### src/rtl/mfm_sync_detector_multi.sv
// mfm_sync_detector_multi
// Assembles an MFM bit stream from flux/window strobes and detects a run of
// back-to-back, bit-aligned matches against a masked sync pattern.
//
// Ports:
//   i_clk_pll32mhz        master clock, all state on rising edge
//   i_reset               asynchronous active-high reset
//   i_enable              low = synchronous clear of all state
//   i_flux_pulse          one-cycle pulse, flux transition seen
//   i_window_tick         one-cycle pulse, bit cell boundary
//   i_sync_word_in        pattern to match
//   i_sync_mask_in        1 = bit participates in comparison
//   i_repeat_in           consecutive matches required (0 treated as 1)
//   i_unlock              one-cycle pulse, clears o_sync_locked
//   o_sync_word_detected  one-cycle pulse on completed sync run
//   o_sync_locked         level, set on detection
//   o_match_count         current consecutive-match count
//   o_shift_data          shift register contents (debug)
module mfm_sync_detector_multi #(
  parameter int unsigned SYNC_WIDTH   = 16,
  parameter int unsigned MAX_ERRORS   = 0,
  parameter int unsigned REPEAT_WIDTH = 4
) (
  input  logic                    i_clk_pll32mhz,
  input  logic                    i_reset,
  input  logic                    i_enable,
  input  logic                    i_flux_pulse,
  input  logic                    i_window_tick,
  input  logic [SYNC_WIDTH-1:0]   i_sync_word_in,
  input  logic [SYNC_WIDTH-1:0]   i_sync_mask_in,
  input  logic [REPEAT_WIDTH-1:0] i_repeat_in,
  input  logic                    i_unlock,
  output logic                    o_sync_word_detected,
  output logic                    o_sync_locked,
  output logic [REPEAT_WIDTH-1:0] o_match_count,
  output logic [SYNC_WIDTH-1:0]   o_shift_data
);

  localparam int unsigned CntW = $clog2(SYNC_WIDTH + 2);
  localparam int unsigned ErrW = $clog2(SYNC_WIDTH + 1);
  localparam logic [CntW-1:0] FillMax = CntW'(SYNC_WIDTH);
  localparam logic [CntW-1:0] RunMax  = CntW'(SYNC_WIDTH + 1);
  localparam logic [REPEAT_WIDTH-1:0] McMax = '1;
  localparam logic [REPEAT_WIDTH-1:0] McOne = REPEAT_WIDTH'(1);
  localparam logic [ErrW-1:0] ErrLimit = ErrW'(MAX_ERRORS);

  logic                    r_flux_latch, r_flux_latch_d;
  logic [SYNC_WIDTH-1:0]   r_sr, r_sr_d;
  logic [CntW-1:0]         r_fill, r_fill_d;
  logic [CntW-1:0]         r_bsm, r_bsm_d;    // bits since last match
  logic                    r_eval, r_eval_d;  // sr was shifted on the previous edge
  logic [REPEAT_WIDTH-1:0] r_mc, r_mc_d;
  logic                    r_det, r_det_d;
  logic                    r_locked, r_locked_d;

  logic                    w_bit;
  logic [SYNC_WIDTH-1:0]   w_diff;
  logic [ErrW-1:0]         w_err;
  logic                    w_match;
  logic [REPEAT_WIDTH-1:0] w_rep_eff;
  logic [REPEAT_WIDTH-1:0] w_inc;
  logic                    w_detect;

  assign w_bit     = r_flux_latch | i_flux_pulse;
  assign w_diff    = (r_sr ^ i_sync_word_in) & i_sync_mask_in;
  assign w_rep_eff = (i_repeat_in == '0) ? McOne : i_repeat_in;

  always_comb begin
    w_err = '0;
    for (int i = 0; i < SYNC_WIDTH; i++) begin
      w_err = w_err + ErrW'(w_diff[i]);
    end
  end

  // Cleared zeros never match: compare only once a full word has shifted in.
  assign w_match = (r_fill == FillMax) && (w_err <= ErrLimit);

  always_comb begin
    r_flux_latch_d = r_flux_latch;
    r_sr_d         = r_sr;
    r_fill_d       = r_fill;
    r_bsm_d        = r_bsm;
    r_eval_d       = i_window_tick;
    r_mc_d         = r_mc;
    r_locked_d     = r_locked;
    w_inc          = r_mc;
    w_detect       = 1'b0;

    if (i_window_tick) begin
      r_sr_d         = {r_sr[SYNC_WIDTH-2:0], w_bit};
      r_flux_latch_d = 1'b0;
      r_fill_d       = (r_fill == FillMax) ? r_fill : r_fill + 1'b1;
      r_bsm_d        = (r_bsm == RunMax) ? r_bsm : r_bsm + 1'b1;
    end else if (i_flux_pulse) begin
      r_flux_latch_d = 1'b1;
    end

    if (r_eval && w_match) begin
      // Aligned continuation of a run, or the first match of one.
      if ((r_mc == '0) || (r_bsm == FillMax)) begin
        w_inc = (r_mc == McMax) ? r_mc : r_mc + 1'b1;
      end else begin
        w_inc = McOne;
      end
      // >= so that lowering the repeat target mid-run fires on the next match.
      if (w_inc >= w_rep_eff) begin
        w_detect = 1'b1;
        r_mc_d   = '0;
      end else begin
        r_mc_d   = w_inc;
      end
      // A tick on this same edge is the first bit of the next word.
      r_bsm_d = i_window_tick ? CntW'(1) : '0;
    end else if (r_bsm == RunMax) begin
      r_mc_d = '0;
    end

    if (w_detect) begin
      r_locked_d = 1'b1;
    end else if (i_unlock) begin
      r_locked_d = 1'b0;
    end
    r_det_d = w_detect;

    if (!i_enable) begin
      r_flux_latch_d = 1'b0;
      r_sr_d         = '0;
      r_fill_d       = '0;
      r_bsm_d        = '0;
      r_eval_d       = 1'b0;
      r_mc_d         = '0;
      r_det_d        = 1'b0;
      r_locked_d     = 1'b0;
    end
  end

  always_ff @(posedge i_clk_pll32mhz or posedge i_reset) begin
    if (i_reset) begin
      r_flux_latch <= 1'b0;
      r_sr         <= '0;
      r_fill       <= '0;
      r_bsm        <= '0;
      r_eval       <= 1'b0;
      r_mc         <= '0;
      r_det        <= 1'b0;
      r_locked     <= 1'b0;
    end else begin
      r_flux_latch <= r_flux_latch_d;
      r_sr         <= r_sr_d;
      r_fill       <= r_fill_d;
      r_bsm        <= r_bsm_d;
      r_eval       <= r_eval_d;
      r_mc         <= r_mc_d;
      r_det        <= r_det_d;
      r_locked     <= r_locked_d;
    end
  end

  assign o_sync_word_detected = r_det;
  assign o_sync_locked        = r_locked;
  assign o_match_count        = r_mc;
  assign o_shift_data         = r_sr;

endmodule

### config.mk
export PLATFORM = sky130hd
export DESIGN_NAME = mfm_sync_detector_multi
export DESIGN_NICKNAME = d
export VERILOG_FILES = /design/src/rtl/mfm_sync_detector_multi.sv
export SDC_FILE = /design/constraint.sdc
export NUM_CORES = 1
export LEC_CHECK = 0
export BUFFER_PORTS_ARGS = -buffer_cell sky130_fd_sc_hd__buf_4
export CORE_MARGIN = 2
export CORE_UTILIZATION = 35
export CTS_CLUSTER_SIZE = 28
export DETAILED_ROUTE_END_ITERATION = 7
export HOLD_SLACK_MARGIN = 0.03
export PLACE_DENSITY_LB_ADDON = 0.2
export SKIP_CTS_REPAIR_TIMING = 1
export SLEW_MARGIN = 20
export SYNTH_ARGS = -nofsm -noshare
export SYNTH_HDL_FRONTEND = slang
export SYNTH_SLANG_ARGS = --single-unit
### constraint.sdc
create_clock -name i_clk_pll32mhz -period 11 [get_ports i_clk_pll32mhz]
set_input_delay 1.1 -clock i_clk_pll32mhz [delete_from_list [all_inputs] [get_ports i_clk_pll32mhz]]
set_output_delay 1.1 -clock i_clk_pll32mhz [all_outputs]
set_load 0.03 [all_outputs]
=== Word level (Yosys, flattened, before mapping) ===
Index checks and enable logic that the tools add are counted.

* $add $sub $neg: 18
* Magnitude comparators: 2
* Equality and inequality tests: 11
* Multiplexer cells: 28
* Bitwise operators: 3
* Reduce and logical (&&, ||, !) cells: 7

{| class="wikitable"
|+ Operators by type and width
! cell !! number
|-
| 5-bit by 1-bit adder with 5-bit output || 11
|-
| 5-bit 2-to-1 mux || 7
|-
| 16-bit 2-to-1 mux || 2
|-
| 4-bit 2-to-1 mux || 8
|-
| 16-bit AND || 1
|-
| 16-bit XOR || 1
|-
| 5-bit equality test, second input constant || 3
|-
| 3-bit by 1-bit inequality test with 1-bit output, second input constant || 4
|-
| 1-bit 2-to-1 mux || 11
|-
| 5-bit by 1-bit adder with 5-bit output, second input constant || 2
|-
| 4-bit logical NOT || 2
|-
| 4-bit by 1-bit adder with 5-bit output || 1
|-
| 5-bit by 1-bit <= comparator with 1-bit output, second input constant || 1
|-
| 3-bit by 1-bit adder with 4-bit output || 1
|-
| 4-bit by 1-bit adder with 4-bit output, second input constant || 1
|-
| 4-bit equality test, second input constant || 1
|-
| 4-bit >= comparator || 1
|-
| 2-bit AND reduction || 2
|-
| 2-bit by 1-bit adder with 3-bit output || 1
|-
| 3-bit by 2-bit inequality test with 1-bit output, second input constant || 1
|-
| 1-bit by 1-bit adder with 2-bit output || 1
|-
| 1-bit logical AND || 2
|-
| 2-bit by 1-bit inequality test with 1-bit output, second input constant || 1
|-
| 2-bit inequality test, second input constant || 1
|-
| other kinds (2) || 2
|}

* Register bits: 34
* Input bits: 42
* Output and inout bits: 22
* Word-level logic and storage cells: 77

=== Logic depth before layout (Yosys ltp) ===
* Depth after elaboration: 26
* Mapped depth: 16
* Depth with buffers taken out: 16

=== Least setup slack after synthesis ===
OpenSTA, ideal clock, no wires.

* Kind: in2reg
* From: input i_sync_word_in[5]
* To: register r_mc[0], in the netlist o_match_count[0]
* Library setup time: 0.104 ns
* Arrival time: 5.002 ns
* Required time: 10.896 ns
* Slack: 5.895 ns
* Cell stages on the path: 13
* Path buffers: 0
* Cells stage by stage: xor2_1 and2_1 fa_1 inv_1 fa_1 inv_1 fa_1 fa_1 ha_1 fa_1 nor4_4 o2111ai_4 o41ai_2

* Longest elaborated chain between the ends: 18
* Elaborated cells between the ends (all ways): 19
* Those cells by class: add/sub (11); order compare (1); eq/ne (1); mux (2); bitwise (2); reduce/logical (2)

{| class="wikitable"
|+ Ends and longest elaborated chain
! item !! line !! source
|-
| start, declared || 29 || <nowiki>input logic [SYNC_WIDTH-1:0] i_sync_word_in,</nowiki>
|-
| 16-bit XOR (*) || 65 || <nowiki>assign w_diff = (r_sr ^ i_sync_word_in) & i_sync_mask_in;</nowiki>
|-
| 16-bit AND (*) || 65 ||
|-
| 5-bit by 1-bit adder with 5-bit output (*) (11 in a row) || 71 || <nowiki>w_err = w_err + ErrW'(w_diff[i]);</nowiki>
|-
| 5-bit by 1-bit <= comparator with 1-bit output (*) || 76 || <nowiki>assign w_match = (r_fill == FillMax) && (w_err <= ErrLimit);</nowiki>
|-
| 1-bit logical AND (*) || 76 ||
|-
| 1-bit logical AND (*) || 98 || <nowiki>if (r_eval && w_match) begin</nowiki>
|-
| 4-bit 2-to-1 mux || 98 ||
|-
| 4-bit 2-to-1 mux || 125 || <nowiki>if (!i_enable) begin</nowiki>
|-
| end signal, assigned || 153 || <nowiki>r_mc <= r_mc_d;</nowiki>
|-
| end, declared || 52 || <nowiki>logic [REPEAT_WIDTH-1:0] r_mc, r_mc_d;</nowiki>
|}

Every way passes the cells marked *; elsewhere a longest branch is shown, timed or not.
A chain may end at the register's enable or synchronous reset.

=== Worst setup path after layout ===
Same ends and word-level chain as after synthesis.

==> results.py <==
metrics = {
    "grt": {
        "grt_overflow": 0,
        "grt_pass1_wl_um": 8850,
        "grt_pass1_vias": 1853,
        "grt_usage_pct": 15.0,
        "antenna_found_initial": 0,
        "grt_max_degree": 35,
    },
    "synthesis": {
        "synthFlopType": "dfrtp_1",
        "synthTopCellsByCount": "dfrtp_1, nor2_1, xor2_1, inv_1, mux2i_1",
        "yosys-top-cells-area": "dfrtp_1, fa_1, ha_1",
        "synth-edff-count": 0,
        "syn-num-nets": 302,
        "synth_area_leader_cell": "dfrtp_1",
        "netlist_area_um2": 2360,
        "yosysTopAreaCellShare_pct": 36.1,
        "ys_seq_elements": 34,
        "synth_cells": 234,
        "yosysWarnings": 0,
        "synth_most_common_cell": "dfrtp_1",
        "ys_async_sr_fraction_pct": 100,
        "ys_seq_area_share_pct": 36.1,
        "synth.distinct_cells": 37,
        "synth.avg_cell_area_um2": 10.1,
    },
    "layout": {
        "diodes": 0,
        "stdcell_count": 376,
        "multi_input_area_um2": 1410,
        "regArea_um2": 851,
        "nNetsFinal": 367,
        "drive_gt1_share_pct": 26.4,
        "fin_area_um2": 3020,
        "area_growth_pct": 28.0,
        "fillCellCount": 628,
        "final_util_pct": 47.0,
    },
    "clocking": {
        "clock-sinks": 34,
        "clk_pin_slew_worst_paths_ps": 70,
        "htreeDepth": 2,
        "cts_tree": "built",
        "cts_buffers": 5,
        "cts_buffer_depth": 2,
        "clk_latency_ps": 290,
        "cts-root-buf": "clkbuf_8",
    },
    "route": {
        "first_pass_iters": 4,
        "postRouteAntennaNets": 0,
        "wire_per_inst_um": 13.7,
        "vias": 1839,
        "dr.first_iter.drc_count": 62,
        "via_per_inst": 4.89,
        "postRouteWirelength_um": 5140,
        "remaining_drc_errors": 0,
    },
    "place": {
        "dpl_cell_area_um2": 2910,
        "portBuffers": 63,
        "gp_congestion": 0.749,
        "dp_hpwl_um": 3920,
        "dp.cells": 369,
    },
    "power": {
        "p_comb_share_pct": 28.9,
        "switching_power_mw": 0.100,
        "vdd_drop_max_mv": 0.0545,
        "clockPowerShare_pct": 33.8,
        "power.density_nw_per_um2": 115,
        "p_int_mw": 0.247,
        "leakage_nw": 1.57,
        "p_seq_share_pct": 37.3,
        "netSwitchingFraction_pct": 28.8,
    },
    "floorplan": {
        "core_area_um2": 6420,
        "io_pins": 64,
        "fp.dieArea_um2": 7410,
        "fp.dieH_um": 86.1,
        "die_x_um": 86.1,
        "row_count": 29,
        "initial_core_util_pct": 36.7,
    },
    "job": {
        "drv_cap": 0,
    },
    "critical_path": {
        "required_ps": 11170,
        "worstSetupPathType": "input port to register",
        "cp-start-kind": "input port",
        "worstPathArrival_ps": 5290,
        "path_max_fanout": 8,
        "cp-end-kind": "register",
    },
    "timing": {
        "clock_skew_ps": 8.68,
        "slew_violations": 0,
        "tns_ps": 0,
        "rsz0062_at_grt": "false",
        "relSlewSlack_pct": 46.5,
        "period_needed_ps": 5120,
        "final-hold-violation-count": 0,
        "setup_violations": 0,
        "period_share_pct": 46.5,
        "max_freq_mhz": 195,
        "tightest_slew_ps": 797,
        "hold_ws_ps": 544,
    },
    "worst_hold_path": {
        "worst_hold_path_type": "register to register",
    },
    "outcome": {
        "status": "completed",
    },
}
cells in the final DEF, fill, tap and decap left out, types with 2 or more instances in the layout:
master     n
buf_4     64
dfrtp_1   34
nor2_1    30
xor2_1    21
inv_1     19
mux2i_1   17
ha_1      16
and2_1    13
nand2_1   11
fa_1      10
a21oi_1    9
nand3_1    6
clkbuf_8   6
nand4_1    5
nor3_1     5
o21ai_0    4
nand2b_1   3
and3_1     3
a32o_1     3
a211oi_1   2
worst max-delay path: stages:
cell,delay (ps)
buf_4,110
xor2_1,130
and2_1,170
fa_1,530
inv_1,50
fa_1,480
inv_1,60
fa_1,500
fa_1,500
ha_1,240
fa_1,480
nor4_4,350
o2111ai_4,240
o41ai_2,360
final cells by class:
cell class,instances,area share [%]
sequential,34,28.2
clock buffer,6,2.73
multi-input combinational,174,46.5
timing repair buffer,64,15.9
tap,77,3.19
inverter,20,2.48
clock inverter,1,0.994
stage by stage:
step	power, mW	setup WS [ps]
floorplan	0.207	5890
global placement	0.232	5630
detailed placement	0.234	5580
CTS	0.353	5860
global route	0.372	5690
finish	0.348	5880
cell families (layout without fill, tap and decap cells):
family | count (synthesis) | in the layout | synth area share (%)
compound gates | 25 | 25 | 8.11
xor+xnor | 22 | 22 | 8.17
fa+ha+maj | 26 | 26 | 17.0
buf+inv | 26 | 91 | 4.35
flops | 34 | 34 | 36.1
mux | 17 | 17 | 7.21
simple gates | 84 | 84 | 19.1
flip-flops by register name, indices dropped and copies added (netlist names):
name	count
o_match_count	4
o_sync_locked	1
o_shift_data	16
r_bsm	5
o_sync_word_detected	1
r_fill	5
r_flux_latch	1
r_eval	1
power by group through the flow:
stage / combinational (mW) / clock, mW / sequential (mW)
after floorplan: 0.0744 / 0 / 0.133
after global placement: 0.0998 / 0 / 0.132
after detailed placement: 0.102 / 0 / 0.132
after CTS: 0.103 / 0.120 / 0.130
after global routing: 0.116 / 0.126 / 0.130
final: 0.100 / 0.118 / 0.130
per-layer routing:
| layer | share of wire [%] | up-vias | GRT usage, % |
|---|---|---|---|
| met2 | 47 | 48 | 24.0 |
| met4 | 1.1 | 0 | 4.33 |
| met1 | 45 | 875 | 20.6 |
| met3 | 6.0 | 7 | 3.08 |
| met5 | 0 | - | 0 |
| li1 | - | 909 | - |
worst paths after layout:
kind,endpoint,startpoint,slack (ps),cells past startpoint
worst min-delay path,r_flux_latch,r_flux_latch,540,2
worst min register to register,r_flux_latch,r_flux_latch,540,2
worst max-delay path,o_match_count[0],i_sync_word_in[5],5880,14
worst max register to register,o_match_count[0],o_shift_data[5],6360,13
max in group asynchronous,o_shift_data[4],i_reset,9770,3
min in group asynchronous,r_eval,i_reset,920,3
Power figures use the tool's default switching activity.
